<file path="src/rtl/ifetch_axi_bridge.sv">
// Fetch-to-AXI read bridge: single-beat AR/R with flush-driven discard of stale R beats; data_ok same cycle as R beat.
// Backpressure: inst_addr_ok low while AR pending or MAX_OUTSTANDING reached; IFETCH_RBUF_EN registers data_ok/rdata (+1 cycle).
module ifetch_axi_bridge #(
  parameter int         MAX_OUTSTANDING = 2,
  parameter logic [3:0] ARID            = 4'd0
) (
  input  logic        clk,
  input  logic        resetn,
  input  logic        inst_req,
  input  logic [31:0] inst_addr,
  output logic        inst_addr_ok,
  output logic        inst_data_ok,
  output logic [31:0] inst_rdata,
  input  logic        flush,
  output logic [3:0]  arid,
  output logic [31:0] araddr,
  output logic        arvalid,
  input  logic        arready,
  input  logic [31:0] rdata,
  input  logic        rvalid,
  output logic        rready
);

  localparam int CW = $clog2(MAX_OUTSTANDING + 1);
  localparam logic [CW-1:0] MAX_CNT = CW'(MAX_OUTSTANDING);

  typedef enum logic {IDLE, AR_WAIT} state_t;

  state_t        state;
  logic [CW-1:0] outstanding;
  logic [CW-1:0] cancel_cnt;
  logic          accept;
  logic          beat;
  logic          deliver;

  assign arid   = ARID;
  assign rready = 1'b1;

  // A beat with nothing outstanding is a protocol error and is ignored outright.
  assign beat    = rvalid & (outstanding != '0);
  assign accept  = inst_req & ~flush & (state == IDLE) & (outstanding < MAX_CNT);
  assign deliver = beat & (cancel_cnt == '0) & ~flush;

  assign inst_addr_ok = accept;

  always_ff @(posedge clk or negedge resetn) begin
    if (!resetn) begin
      state       <= IDLE;
      arvalid     <= 1'b0;
      araddr      <= '0;
      outstanding <= '0;
      cancel_cnt  <= '0;
    end else begin
      case (state)
        IDLE: begin
          if (accept) begin
            araddr  <= inst_addr;
            arvalid <= 1'b1;
            state   <= AR_WAIT;
          end
        end
        AR_WAIT: begin
          if (arready) begin
            arvalid <= 1'b0;
            state   <= IDLE;
          end
        end
        default: state <= IDLE;
      endcase

      case ({accept, beat})
        2'b10:   outstanding <= outstanding + CW'(1);
        2'b01:   outstanding <= outstanding - CW'(1);
        default: outstanding <= outstanding;
      endcase

      // Everything still owed by the slave, including a pending AR, is stale after a flush.
      if (flush) begin
        cancel_cnt <= outstanding - CW'(beat);
      end else if (beat && cancel_cnt != '0) begin
        cancel_cnt <= cancel_cnt - CW'(1);
      end
    end
  end

`ifdef IFETCH_RBUF_EN
  logic        data_ok_q;
  logic [31:0] rdata_q;

  always_ff @(posedge clk or negedge resetn) begin
    if (!resetn) begin
      data_ok_q <= 1'b0;
      rdata_q   <= '0;
    end else begin
      data_ok_q <= deliver;
      if (deliver) begin
        rdata_q <= rdata;
      end
    end
  end

  assign inst_data_ok = data_ok_q & ~flush;
  assign inst_rdata   = rdata_q;
`else
  assign inst_data_ok = deliver;
  assign inst_rdata   = rdata;
`endif

endmodule

</file>
<file path="config.mk">
export PLATFORM = sky130hd
export DESIGN_NAME = ifetch_axi_bridge
export DESIGN_NICKNAME = d
export VERILOG_FILES = /design/src/rtl/ifetch_axi_bridge.sv
export SDC_FILE = /design/constraint.sdc
export NUM_CORES = 1
export LEC_CHECK = 0
export ABC_AREA = 1
export CORE_AREA = 2 2 75 77
export DETAILED_ROUTE_END_ITERATION = 8
export DIE_AREA = 0 0 77 79
export GPL_TIMING_DRIVEN = 0
export PLACE_DENSITY = 0.84
export SYNTH_ARGS = -nofsm -noshare
export SYNTH_HDL_FRONTEND = slang
export SYNTH_SLANG_ARGS = --single-unit
</file>
<file path="constraint.sdc">
create_clock -name clk -period 4.8 [get_ports clk]
set_input_delay 1.2 -clock clk [delete_from_list [all_inputs] [get_ports clk]]
set_output_delay 1.2 -clock clk [all_outputs]
set_load 0.01 [all_outputs]
</file>
==> results of run 1 <==
==> cell families after synthesis <==
| kind of cell | synth area share (%) |
|---|---|
| AO/OA/AOI/OAI | 0.538 |
| XOR/XNOR | 0.943 |
| adder cells (fa/ha/maj) | 1.35 |
| buffers and inverters | 19.6 |
| flip-flops | 51.2 |
| other | 0.404 |
| AND/OR/NAND/NOR | 26.0 |
==> power breakdown <==
group	switching, mW	internal [mW]	leakage, nW
Sequential	0.0915	0.482	0.470
Combinational	0.317	0.419	1.02
Clock	0.104	0.145	0.0575
Total	0.512	1.05	1.55
==> area by class of cell <==
type	count	area, um2	area share (%)
Inverter	10	37.5	1.21
Tap cell	72	90.1	2.90
Multi-Input combinational cell	131	554	17.8
Buffer	43	327	10.5
Clock buffer	8	110	3.55
Sequential cell	38	951	30.6
Timing Repair Buffer	104	1040	33.4
==> worst max-delay path, cell delays in order <==
cell	delay (ns)
clkdlybuf4s50_1	0.50
inv_2	0.15
nand4_4	0.17
inv_2	0.18
buf_6	0.16
clkdlybuf4s50_1	0.53
==> state kept, by name (all words and copies together) (netlist names) <==
signal / cells
cancel_cnt: 2
state: 1
arvalid: 1
outstanding: 2
araddr: 32
==> worst min path at each step <==
| stage | end | slack [ns] | cells after the start |
|---|---|---|---|
| floorplan | cancel_cnt[1] | 0.48 | 2 |
| global placement | araddr[13] | 0.46 | 2 |
| detailed placement | araddr[7] | 0.47 | 2 |
| CTS | araddr[18] | 0.48 | 2 |
| global route | araddr[31] | 0.51 | 2 |
| finish | araddr[18] | 0.48 | 2 |
==> per-stage QoR <==
stage | utilization [%] | total power [mW]
2_1_floorplan | - | 0.899
3_3_place_gp | 56.2 | 1.29
3_5_place_dp | 56.1 | 1.32
4_1_cts | 58.2 | 1.58
5_1_grt | 58.2 | 1.68
6_report | 58.2 | 1.56
==> per-layer routing <==
| metal | track usage, % | part of all wire (%) |
|---|---|---|
| met1 | 17.6 | 40 |
| met3 | 4.09 | 8.3 |
| met2 | 29.0 | 51 |
| met5 | 0 | 0 |
| met4 | 4.29 | 0.68 |
==> layout by cell type (no fill, tap or decap) <==
| cell type | instances |
|---|---|
| clkbuf_8 | 8 |
| buf_2 | 4 |
| conb_1 | 5 |
| inv_2 | 3 |
| ha_1 | 2 |
| clkdlybuf4s50_1 | 103 |
| nand2_1 | 109 |
| buf_4 | 37 |
| or2_2 | 2 |
| buf_6 | 3 |
| dfrtp_1 | 38 |
| nand4_4 | 1 |
| a21oi_1 | 1 |
| nand3_1 | 7 |
| xnor2_1 | 1 |
| nor3_1 | 1 |
| o21ai_0 | 1 |
| xor2_1 | 1 |
| inv_1 | 7 |
==> results by group, run 1 <==
Logic synthesis
  – Cell Area, Synth: 1860 um2
  – Flop and latch count out of synthesis: 38
  – Synth area leader: dfrtp_1
  – Top cell type's share of synthesized area: 51.2%
  – Yosys cell types: 17
  – Sequential area share after synthesis: 51.2%
  – EDFF count, synth: 0
  – Post-synthesis cell count: 219
  – Post-synth top cells: nand2_1 (109), dfrtp_1 (38), buf_4 (37)
  – Top post-synthesis cells by area: dfrtp_1 (51%), nand2_1 (22%), buf_4 (15%)
  – YS warnings: 0
  – Fraction of registers with async set/reset: 100%
  – Syn_area_per_cell: 8.48 um2
  – Most instantiated library cell after synthesis: nand2_1
  – Primary FF master, synth: dfrtp_1

Clocking
  – Clock Path Buffers: 2
  – H-tree levels: 2
  – CTS Root Cell: clkbuf_8
  – TritonCTS Buffers: 5
  – Reg clk slew, reported paths: 0.07 ns
  – CTS tree: done
  – CTS Hold Buffers Added: 0
  – Clk_lat worst skew: 0.28 ns
  – Post_cts resized: 0
  – Setup repair bufs after CTS: 0
  – # clock sinks: 38

Setup path
  – Worst setup path startpoint: flush
  – CP Launch Type: primary input
  – Arr. time, crit path: 2.89 ns
  – Reg2reg start: outstanding[1]
  – R2R Path End: outstanding[1]
  – CP Data Required Time: 3.60 ns
  – Setup slack, reg-to-reg: 3.06 ns
  – Crit-path max FO: 10
  – WS Path Type: primary input to output pin
  – CP endpoint: inst_addr_ok
  – Reg2reg path depth: 7
  – Crit. End Element: output pin

Route
  – Post-route ant nets: 0
  – Total wire length: 4560 um
  – Via count: 1708
  – Vias/cell: 4.21
  – Drc violations: 0
  – Initial DRC Count: 46
  – DRT Pass-1 Iters: 4
  – Wire per inst: 11.2 um

Flow run
  – Max-cap viol count: 0

Global route
  – Largest net degree at the start of global routing: 39
  – First-pass GRT wire length: 7630 um
  – GRT Total Usage: 15.6%
  – Grt total ovfl: 0
  – Initial antenna violation count: 0
  – Vias in the first global route: 1680

Power and ir drop
  – Leakage: 1.55 nW
  – P per Cell Area: 501 nW/um2
  – VDD IR max: 0.276 mV

Floorplan
  – Die H: 79 um
  – Initial cell density of the core: 34.8%
  – Core area: 5340 um2
  – Num rows: 27
  – Io pins: 142
  – DIE WIDTH: 77 um
  – Die Footprint: 6080 um2

Hold path
  – Hold_sp: araddr[18]
  – HP Class: register to register

Placed design
  – GP Congestion: 0.710
  – Dpl hpwl: 3600 um
  – Port bufs: 104
  – Post-Place Cells: 398
  – Worst slack at placement: 0.681 ns
  – Placed Area: 3000 um2

Final layout
  – Final Non-Filler Cells: 406
  – Number of diodes: 0
  – Fraction of layout cells with a size suffix above 1: 17.4%
  – Area grow syn2layout: 67.1%
  – Final Net Count: 405
  – Post-route cell area: 3110 um2
  – FILL cells: 503

STA
  – Setup TNS: 0 ns
  – WHS: 0.483 ns
  – RSZ-0062 raised after global routing: no
  – Final Critical Period: 4.09 ns
  – Final WS setup: 0.707 ns
  – Least-Margin Pin Slew: 0.830 ns
  – Hold Vio Cnt, Final: 0
  – FMAX: 244 MHz
  – Slew headroom: 44.6%
  – Final Cycle Share: 85.3%
  – Skew final: 0.00202 ns
  – Setup violations, final: 0
  – Max-slew violation count: 0

Outcome
  – Status: complete, no violations
Note: power is estimated with default switching activity, not from simulation.
==> run 2, diff against run 1 <==
- CORE_AREA: 2 2 75 77 -> 2 2 61 63
- DIE_AREA: 0 0 77 79 -> 0 0 63 65
- DONT_BUFFER_PORTS: default -> 1
- PLACE_DENSITY: 0.84 -> 0.7
==> run 2 against run 1 <==
Compared with the run above: critical path depth fell by 2; non-clock buffer count down 104; wire length is 26% lower; first-iteration DRC count is 37% higher; clock power decreased by 39%; core utilization shrank 1.7 points.
==> results by group, run 2 (synthesis gave the netlist of run 1 again) <==
Hold path
  – Hold_sp: cancel_cnt[1]
  – HP Class: register to register

STA
  – FMAX: 332 MHz (+36%)
  – Final Critical Period: 3.01 ns (-1.08 ns)
  – Skew final: 0.0104 ns (+0.00840 ns)
  – RSZ-0062 raised after global routing: no
  – Final Cycle Share: 62.7% (-23 points)
  – Max-slew violation count: 0 (unchanged)
  – Setup violations, final: 0 (unchanged)
  – Hold Vio Cnt, Final: 0 (unchanged)
  – Setup TNS: 0 ns (unchanged)
  – WHS: 0.518 ns (+0.0354 ns)

Final layout
  – Number of diodes: 0 (unchanged)
  – FILL cells: 338 (-33%)
  – Area grow syn2layout: 6.26%
  – Commonest non-fill, non-tap cell in the layout: nand2_1
  – Final Net Count: 301 (-26%)
  – Max reg flops: 32 (unchanged)
  – Post-route cell area: 1970 um2 (-36%)
  – Biggest register: araddr
  – Most frequent cells in the layout: nand2_1 (109), dfrtp_1 (38), buf_4 (37)
  – Top flop regs: araddr: 32 flops, cancel_cnt: 2 flops, outstanding: 2 flops
  – Fraction of layout cells with a size suffix above 1: 23.6% (+6.2 points)

Route
  – Vias/cell: 4.56 (+8.3%)
  – DRT Pass-1 Iters: 4 (unchanged)
  – Initial DRC Count: 63 (+37%)
  – Post-route ant nets: 0 (unchanged)
  – Wire per inst: 12.1 um (+8.0%)
  – Via count: 1262 (-26%)
  – Drc violations: 0 (unchanged)
  – Total wire length: 3360 um (-26%)

Setup path
  – Worst setup path startpoint: flush
  – Crit. End Element: output pin
  – Arr. time, crit path: 1.81 ns (-1.08 ns)
  – CP Launch Type: primary input
  – WS Path Type: primary input to output pin
  – Reg2reg start: outstanding[1]
  – CP Data Required Time: 3.60 ns (about the same)
  – Crit-path max FO: 10 (unchanged)

Placed design
  – Port bufs: 0 (-100%)
  – Placed Area: 1930 um2 (-36%)
  – Dpl hpwl: 2490 um (-31%)
  – GP Congestion: 0.693 (-2.5%)

Global route
  – Initial antenna violation count: 0 (unchanged)
  – Grt total ovfl: 0 (unchanged)
  – Vias in the first global route: 1118 (-33%)
  – Largest net degree at the start of global routing: 39 (unchanged)
  – GRT Total Usage: 16.9% (+1.4 points)
  – First-pass GRT wire length: 5250 um (-31%)

Power and ir drop
  – Power after layout: 1.11 mW (-29%)
  – VDD IR max: 0.316 mV (+14%)
  – Leakage: 1.12 nW (-28%)
  – P per Cell Area: 564 nW/um2 (+12%)

Floorplan
  – Io pins: 142 (unchanged)
  – Die Footprint: 4100 um2 (-33%)
  – Core area: 3500 um2 (-35%)
  – Die H: 65 um (-18%)
  – Num rows: 22 (-19%)
  – DIE WIDTH: 63 um (-18%)
  – Initial cell density of the core: 53.1% (+18 points)

Clocking
  – CTS tree: done
  – TritonCTS Buffers: 5 (unchanged)
  – # clock sinks: 38 (unchanged)
  – H-tree levels: 2 (unchanged)
  – Post_cts resized: 0 (unchanged)
  – CTS Hold Buffers Added: 0 (unchanged)
  – Setup repair bufs after CTS: 0 (unchanged)
  – CTS Root Cell: clkbuf_4
  – Reg clk slew, reported paths: 0.11 ns (+0.04 ns)
  – Clock Path Buffers: 2 (unchanged)
  – Clk_lat worst skew: 0.34 ns (+0.06 ns)

Flow run
  – Max-cap viol count: 0 (unchanged)

Outcome
  – Status: complete, no violations
## run 2: changes by cell type in the layout (fill, tap and decap cells not counted)
cell | previous run | this run
clkbuf_4 | 0 | 5
buf_2 | 4 | 3
clkdlybuf4s50_1 | 103 | 0
clkbuf_1 | 0 | 2
clkbuf_8 | 8 | 0
## run 2: final cells by class
class | instances | area, um2 | area share (%)
Sequential cell | 38 | 951 | 48.2
Multi-Input combinational cell | 131 | 554 | 28.1
Buffer | 43 | 327 | 16.5
Tap cell | 48 | 60.1 | 3.04
Clock buffer | 7 | 45.0 | 2.28
Inverter | 10 | 37.5 | 1.90
## run 2: worst paths after layout
kind	end	slack, ns	cells past startpoint
setup reg to reg	outstanding[1]	3.08	7
min in group asynchronous	cancel_cnt[1]	0.53	0
setup / recovery	inst_addr_ok	1.79	4
hold reg to reg	cancel_cnt[1]	0.52	2
max in group asynchronous	araddr[26]	4.18	0
hold / removal	cancel_cnt[1]	0.52	2
## run 2: metal layers
layer  vias up  track usage, %  share of wire [%]
met5         -               0                  0
met4         0            5.00               0.86
met3         5            8.16                 11
met2        74            25.7                 47
met1       551            21.5                 41
li1        632               -                  -
## run 2: per-stage QoR
stage	utilization, %	std cells	worst slack [ns]
floorplan	-	222	1.91
global placement	55.2	270	1.80
detailed placement	55.2	270	1.78
CTS	56.5	277	1.78
global route	56.5	277	1.71
finish	56.5	277	1.79
## run 2: power by group
part / switching (mW) / internal (mW)
clock network: 0.0961 / 0.0553
registers: 0.183 / 0.481
logic: 0.163 / 0.135
## run 2: critical path, stage by stage
cell	delay, ns
inv_2	0.09
nand4_4	0.17
inv_2	0.18
buf_6	0.17
==> run 3, diff against run 2 <==
- clock period: 4.8 -> 3 ns (I/O delays scaled with it)
==> results of run 3 <==
The final DEF is identical to that of run 2. Status: complete, no violations.
Main changes from that run: setup slack after placement 1.78 ns -> 0.878 ns; setup slack after layout 1.79 ns -> 0.859 ns; hold slack 0.518 ns -> 0.0836 ns; start point of the critical path flush -> outstanding[1]; register-to-register setup slack 3.08 ns -> 1.28 ns; total power 1.11 mW -> 1.78 mW; worst IR drop on VDD 0.316 mV -> 0.505 mV
